[config.mk]
export PLATFORM = sky130hd
export DESIGN_NAME = prio_enc_scan_disp
export DESIGN_NICKNAME = d
export VERILOG_FILES = /design/src/rtl/prio_scan_pkg.sv /design/src/rtl/bin2bcd_seq.sv /design/src/rtl/prio_enc_scan_disp.sv
export SDC_FILE = /design/constraint.sdc
export NUM_CORES = 1
export LEC_CHECK = 0
export CORE_MARGIN = 1.5
export CORE_UTILIZATION = 50
export DETAILED_ROUTE_END_ITERATION = 8
export PLACE_DENSITY = 0.75
export SLEW_MARGIN = 15
export SYNTH_ARGS = -nofsm -noshare
export SYNTH_HDL_FRONTEND = slang
export SYNTH_SLANG_ARGS = --single-unit
[constraint.sdc]
create_clock -name clk -period 1.8 [get_ports clk]
set_clock_uncertainty 0.1 [all_clocks]
set_input_delay 0.36 -clock clk [delete_from_list [all_inputs] [get_ports clk]]
set_output_delay 0.36 -clock clk [all_outputs]
set_load 0.01 [all_outputs]
[src/rtl/prio_scan_pkg.sv]
// Shared types, constants and elaboration helpers for the priority-encoder display path.
package prio_scan_pkg;

    // Converter FSM states
    typedef enum logic [1:0] {
        IDLE = 2'd0,
        CONV = 2'd1,
        LOAD = 2'd2
    } conv_state_t;

    // 7-segment patterns {dp,g,f,e,d,c,b,a}; entry n lights hex digit n
    localparam logic [15:0][7:0] SEG_LUT = {
        8'h71, 8'h79, 8'h5E, 8'h39, 8'h7C, 8'h77, 8'h6F, 8'h7F,
        8'h07, 8'h7D, 8'h6D, 8'h66, 8'h4F, 8'h5B, 8'h06, 8'h3F
    };

    localparam logic [7:0] SEG_BLANK = 8'h00;
    localparam logic [7:0] SEG_ALL   = 8'hFF;

    // Ceiling log2, never below 1 so it can size a vector directly
    function automatic int unsigned clog2(input int unsigned n);
        int unsigned r;
        r = 0;
        while ((32'd1 << r) < n) r = r + 1;
        return (r == 0) ? 1 : r;
    endfunction

    // Number of decimal digits needed to print v
    function automatic int unsigned dec_digits(input int unsigned v);
        int unsigned n;
        int unsigned x;
        n = 1;
        x = v;
        while (x >= 10) begin
            x = x / 10;
            n = n + 1;
        end
        return n;
    endfunction

endpackage

[src/rtl/bin2bcd_seq.sv]
// Sequential double-dabble converter: one shift per CONV cycle, hex mode bypasses straight to LOAD.
module bin2bcd_seq
    import prio_scan_pkg::*;
#(
    parameter int unsigned IW = 4,
    parameter int unsigned ND = 2
) (
    input  logic              clk,
    input  logic              rst,
    input  logic              start,
    input  logic              hex,
    input  logic [IW-1:0]     bin,
    output logic              idle_c,
    output logic              done_c,
    output logic [4*ND-1:0]   bcd
);

    localparam int unsigned BW = 4 * ND;
    localparam int unsigned CW = clog2(IW);

    conv_state_t   state;
    conv_state_t   state_nx;
    logic [BW-1:0] sr_bcd;
    logic [IW-1:0] sr_bin;
    logic [CW-1:0] cnt;
    logic [BW-1:0] adj_c;
    logic          last_shift_c;

    assign last_shift_c = (cnt == CW'(IW - 1));
    assign bcd          = sr_bcd;

    // State register
    always_ff @(posedge clk) begin
        if (rst) state <= IDLE;
        else     state <= state_nx;
    end

    // Next-state and status decode
    always_comb begin
        state_nx = state;
        idle_c   = 1'b0;
        done_c   = 1'b0;
        case (state)
            IDLE: begin
                idle_c = 1'b1;
                if (start) state_nx = hex ? LOAD : CONV;
            end
            CONV: begin
                if (last_shift_c) state_nx = LOAD;
            end
            LOAD: begin
                done_c   = 1'b1;
                state_nx = IDLE;
            end
            default: state_nx = IDLE;
        endcase
    end

    // Add-3 correction on every BCD nibble that is 5 or more
    always_comb begin
        adj_c = sr_bcd;
        for (int k = 0; k < int'(ND); k++) begin
            if (sr_bcd[k*4 +: 4] >= 4'd5) adj_c[k*4 +: 4] = sr_bcd[k*4 +: 4] + 4'd3;
        end
    end

    // Shift register and shift counter
    always_ff @(posedge clk) begin
        if (rst) begin
            sr_bcd <= '0;
            sr_bin <= '0;
            cnt    <= '0;
        end else begin
            case (state)
                IDLE: begin
                    if (start) begin
                        cnt    <= '0;
                        sr_bin <= bin;
                        sr_bcd <= hex ? BW'(bin) : '0;
                    end
                end
                CONV: begin
                    sr_bcd <= {adj_c[BW-2:0], sr_bin[IW-1]};
                    sr_bin <= sr_bin << 1;
                    cnt    <= cnt + CW'(1);
                end
                default: ;
            endcase
        end
    end

endmodule

[src/rtl/prio_enc_scan_disp.sv]
// Active-low priority encoder with 74HC148-style flags, BCD/hex conversion and a
// multiplexed common-cathode 7-segment scanner.
// Optional: define PRIO_SCAN_LZB_EN for leading-zero blanking.
module prio_enc_scan_disp
    import prio_scan_pkg::*;
#(
    parameter int unsigned N_IN     = 16,
    parameter int unsigned DIGITS   = 2,
    parameter int unsigned SCAN_DIV = 1000
) (
    input  logic                     clk,
    input  logic                     rst,
    input  logic                     ei_n,
    input  logic [N_IN-1:0]          in_n,
    input  logic                     le,
    input  logic                     hex_mode,
    input  logic                     lt_n,
    input  logic                     bi_n,
    output logic [clog2(N_IN)-1:0]   code,
    output logic                     gs_n,
    output logic                     eo_n,
    output logic [7:0]               seg,
    output logic [DIGITS-1:0]        dig_n
);

    localparam int unsigned IW     = clog2(N_IN);
    localparam int unsigned BW     = 4 * DIGITS;
    localparam int unsigned SW     = clog2(DIGITS);
    localparam int unsigned PW     = clog2(SCAN_DIV);
    localparam int unsigned SNAP_W = IW + 2;

    logic              hit_c;
    logic [IW-1:0]     idx_c;
    logic [SNAP_W-1:0] snap_c;
    logic [SNAP_W-1:0] last_snap;
    logic              start_c;
    logic              idle_c;
    logic              done_c;
    logic [BW-1:0]     bcd;
    logic [BW-1:0]     disp_buf;
    logic              buf_gs_n;
    logic [PW-1:0]     presc;
    logic [SW-1:0]     scan_idx;
    logic [3:0]        nib_c;
    logic              blank_c;
    logic [7:0]        seg_c;

    // Highest-numbered active-low request wins
    always_comb begin
        hit_c = 1'b0;
        idx_c = '0;
        for (int i = 0; i < int'(N_IN); i++) begin
            if (!in_n[i]) begin
                hit_c = 1'b1;
                idx_c = IW'(i);
            end
        end
    end

    // Capture register; le freezes code and both flags
    always_ff @(posedge clk) begin
        if (rst) begin
            code <= '0;
            gs_n <= 1'b1;
            eo_n <= 1'b1;
        end else if (!le) begin
            if (ei_n) begin
                code <= '0;
                gs_n <= 1'b1;
                eo_n <= 1'b1;
            end else if (hit_c) begin
                code <= idx_c;
                gs_n <= 1'b0;
                eo_n <= 1'b1;
            end else begin
                code <= '0;
                gs_n <= 1'b1;
                eo_n <= 1'b0;
            end
        end
    end

    assign snap_c  = {code, gs_n, hex_mode};
    assign start_c = idle_c && (snap_c != last_snap);

    // Last converted snapshot; cleared on reset so the first compare always converts
    always_ff @(posedge clk) begin
        if (rst)          last_snap <= '0;
        else if (start_c) last_snap <= snap_c;
    end

    bin2bcd_seq #(
        .IW (IW),
        .ND (DIGITS)
    ) u_conv (
        .clk    (clk),
        .rst    (rst),
        .start  (start_c),
        .hex    (hex_mode),
        .bin    (code),
        .idle_c (idle_c),
        .done_c (done_c),
        .bcd    (bcd)
    );

    // Display buffer, updated only when a conversion completes
    always_ff @(posedge clk) begin
        if (rst) begin
            disp_buf <= '0;
            buf_gs_n <= 1'b1;
        end else if (done_c) begin
            disp_buf <= bcd;
            buf_gs_n <= last_snap[1];
        end
    end

    // Prescaler and digit scan index
    always_ff @(posedge clk) begin
        if (rst) begin
            presc    <= '0;
            scan_idx <= '0;
        end else if (presc == PW'(SCAN_DIV - 1)) begin
            presc    <= '0;
            scan_idx <= (scan_idx == SW'(DIGITS - 1)) ? '0 : scan_idx + SW'(1);
        end else begin
            presc <= presc + PW'(1);
        end
    end

    assign nib_c = disp_buf[{scan_idx, 2'b00} +: 4];

    // Leading-zero detection for the digit being scanned
    always_comb begin
        blank_c = 1'b0;
`ifdef PRIO_SCAN_LZB_EN
        blank_c = (scan_idx != '0);
        for (int j = 0; j < int'(DIGITS); j++) begin
            if ((j >= int'(scan_idx)) && (disp_buf[j*4 +: 4] != 4'd0)) blank_c = 1'b0;
        end
`endif
    end

    // Segment override priority: lamp test, then blanking, then lookup
    always_comb begin
        seg_c = SEG_LUT[nib_c];
        if (!lt_n)                            seg_c = SEG_ALL;
        else if (!bi_n || buf_gs_n || blank_c) seg_c = SEG_BLANK;
    end

    // Registered segment bus and digit select
    always_ff @(posedge clk) begin
        if (rst) begin
            seg   <= SEG_BLANK;
            dig_n <= '1;
        end else begin
            seg   <= seg_c;
            dig_n <= ~(DIGITS'(1) << scan_idx);
        end
    end

endmodule

==> metrics.txt <==
largest net degree at the start of global routing=31; Startpoint Class=flip-flop; commonest non-fill, non-tap cell in the layout=dfxtp_1; io pins=39; DR vias=2821; Worst Path Max Fanout=6; Clock Pin Slew Worst Setup and Hold Paths=60 ps; 1st-iter DRT viols=110; maximum clock path buffer count=2; asr flop ratio synth=0; wire per inst=between 10 and 15 um; placed cells=492; Starting Density=0.5298; clk sinks=58; Ant. Diodes=0; Slowest cell on crit path=clkdlybuf4s50_1; antenna violations before repair=0; slew margin rel.=0.7346; maximum clock frequency=572.6 MHz; gr usage total=0.2314; Cell Rows=27; die area=6451 um2; Top Metal Used=met4; vias in the first global route=approximately 2700; sequential cell area fraction in the yosys report=0.3884; Area contributors post-synth=dfxtp_1, nand2_1, a21oi_1, ha_1, o21ai_0; Worst path max stage delay=560 ps; fin util=0.6935; Synth Net Count=397; most frequent cells in the layout=dfxtp_1, nand2_1, buf_4, clkdlybuf4s50_1, a21oi_1; simple logic cell fraction of the synthesized area=0.2219; Worst EP required=1340 ps; Hold Slack=365.7 ps; post-synthesis register bit count=58; max cap viols=0; met2 wire len=~3500 um; Final Slew Violations=0; Core ar.=5642 um2; Synth Warn #=0; mux contribution to synthesized area=0.04186; Post-CTS Hold Buffers=0; CTS tree=built; leakage=1.483 nW; Root Buffer Master=clkbuf_8; Die Wd=about 80 um; Synth Area per Inst=8.257 um2; Routed WL=6962 um; largest family of logic cells by synthesized area=simple AND/OR/NAND/NOR gates; peak supply drop=0.4844 mV; Yosys top cell area share=0.3884; Hold WC Path Type=flip-flop to flip-flop; crit-path leading delay family=buffers and inverters; Final Hold Viols=0; largest area contributor in the netlist=dfxtp_1; synthesized area=2989 um2; first-pass GRT wire length=between 10000 and 15000 um; pwr dens=slightly below 800 nW/um2; Via density=between 5 and 6; Buffers on Ports=38; Final Cycle Share=0.9703; met3 routed WL=268 um; Setup Viol. Count Final=0; post-detail-place hpwl=4991 um; CP Class=flip-flop to output port; Slew @ Worst Pin=395.1 ps; WL met1=a little over 3000 um; worst path cell trace=clkdlybuf4s50_1; critical path endpoint category=output port; Non-Filler Instances=507; CTS buffer count=9; total gr overflow=0; area added between synthesis and finish=30.89%; CP Data Arrival Time=between 1000 and 1500 ps; First-pass DRT Iterations=4; ys flop type=dfxtp_1; DRC=0; nets=466; post-synthesis xor/xnor area fraction=0.04939; H-tree Lvls=3; Die H=about 80 um; Post-Synth Adder-Cell Area=0.05023; Cell variety after synth=51; crit path time final=1746 ps; post-route ant nets=0; status=finished clean; share of layout cells above drive strength 1=0.1747; Post-Synthesis Cells=362; clock latency on the worst-skew pair=about 330 ps; complex-gate fraction of the synthesized area=0.1992; worst path bufs/invs=1; Final GP Congestion=0.8702; Post-synth EDFFs=0
report_power, final:
group          switching [mW]  internal, mW  total, mW
Clock                   0.478         0.665       1.14
Sequential             0.0604          1.34       1.40
Combinational           0.275         0.283      0.558
Total                   0.814          2.29       3.11
registers in the layout (all words and copies together) (netlist names), 4 cells and up:
register,count
presc,10
disp_buf,8
seg,8
u_conv.bcd,8
last_snap,6
code,4
u_conv.sr_bin,4
synth_stat cells (3+ instances only):
cell type	n
dfxtp_1	58
nand2_1	49
a21oi_1	33
o21ai_0	24
nor2_1	18
clkbuf_1	17
inv_1	15
nand2b_1	13
ha_1	12
nand3_1	10
xnor2_1	10
mux2i_1	8
nand4_1	8
nor2b_1	8
nor3_1	8
o32ai_1	6
xor2_1	5
a31oi_1	4
mux2_2	4
or2_2	4
a211oi_1	3
a21o_1	3
a221oi_1	3
buf_2	3
o31ai_1	3
per-stage QoR:
step           total power, mW  area (um2)  TNS [ps]  setup WS [ps]
2_1_floorplan            1.705        2989         0          7.068
3_3_place_gp             1.950        3690     -1988         -195.7
3_5_place_dp             1.964        3690     -2580         -249.4
4_1_cts                  3.114        3882         0          23.19
5_1_grt                  3.251        3913    -1.396         -1.396
6_report                 3.106        3913         0          53.53
final timing paths:
check / start / endpoint / slack (ps) / depth (start not counted)
setup / recovery: code[1] / code[1] / 50 / 1
hold / removal: disp_buf[0] / disp_buf[0] / 370 / 2
setup reg to reg: u_conv.bcd[1] / u_conv.bcd[2] / 50 / 6
hold reg to reg: disp_buf[0] / disp_buf[0] / 370 / 2
worst register-to-register path, stage by stage (launching register included):
cell       delay (ps)
dfxtp_1           330
inv_1              70
ha_1              200
nand2b_1          220
a2111oi_4         360
a2111oi_2          90
mux2_2            280
final cells by class:
cell class,count,area [um2]
fill,445,1729
inverter,15,56.30
sequential,58,1166
clock buffer,12,145.1
clock inverter,3,40.04
tap,72,90.09
timing repair buffer,79,698.2
multi-input combinational,268,1717
what timing repair did:
item                                    in CTS  in global routing
buffers inserted                             0                  0
pin swaps                                    1                  1
endpoints found under the setup margin       5                 15
hold endpoints to repair                     0                  0
resized for setup                            7                  7
gates cloned                                 0                  0
cell families (layout without fill, tap and decap cells):
family                   count (synthesis)  after routing
AND/OR/NAND/NOR                        133            133
AO/OA/AOI/OAI                           95             95
flip-flops                              58             58
buffers and inverters                   36            109
XOR/XNOR                                16             16
adder cells (fa/ha/maj)                 12             12
multiplexers                            12             12
per-layer routing:
| layer | GRT usage | up-vias |
|---|---|---|
| li1 | - | 1424 |
| met3 | 0.04545 | 11 |
| met2 | 0.4151 | 64 |
| met1 | 0.2612 | 1322 |
| met4 | 0.1069 | 0 |
| met5 | 0 | - |
No activity file was read; power rests on OpenSTA's default activity.
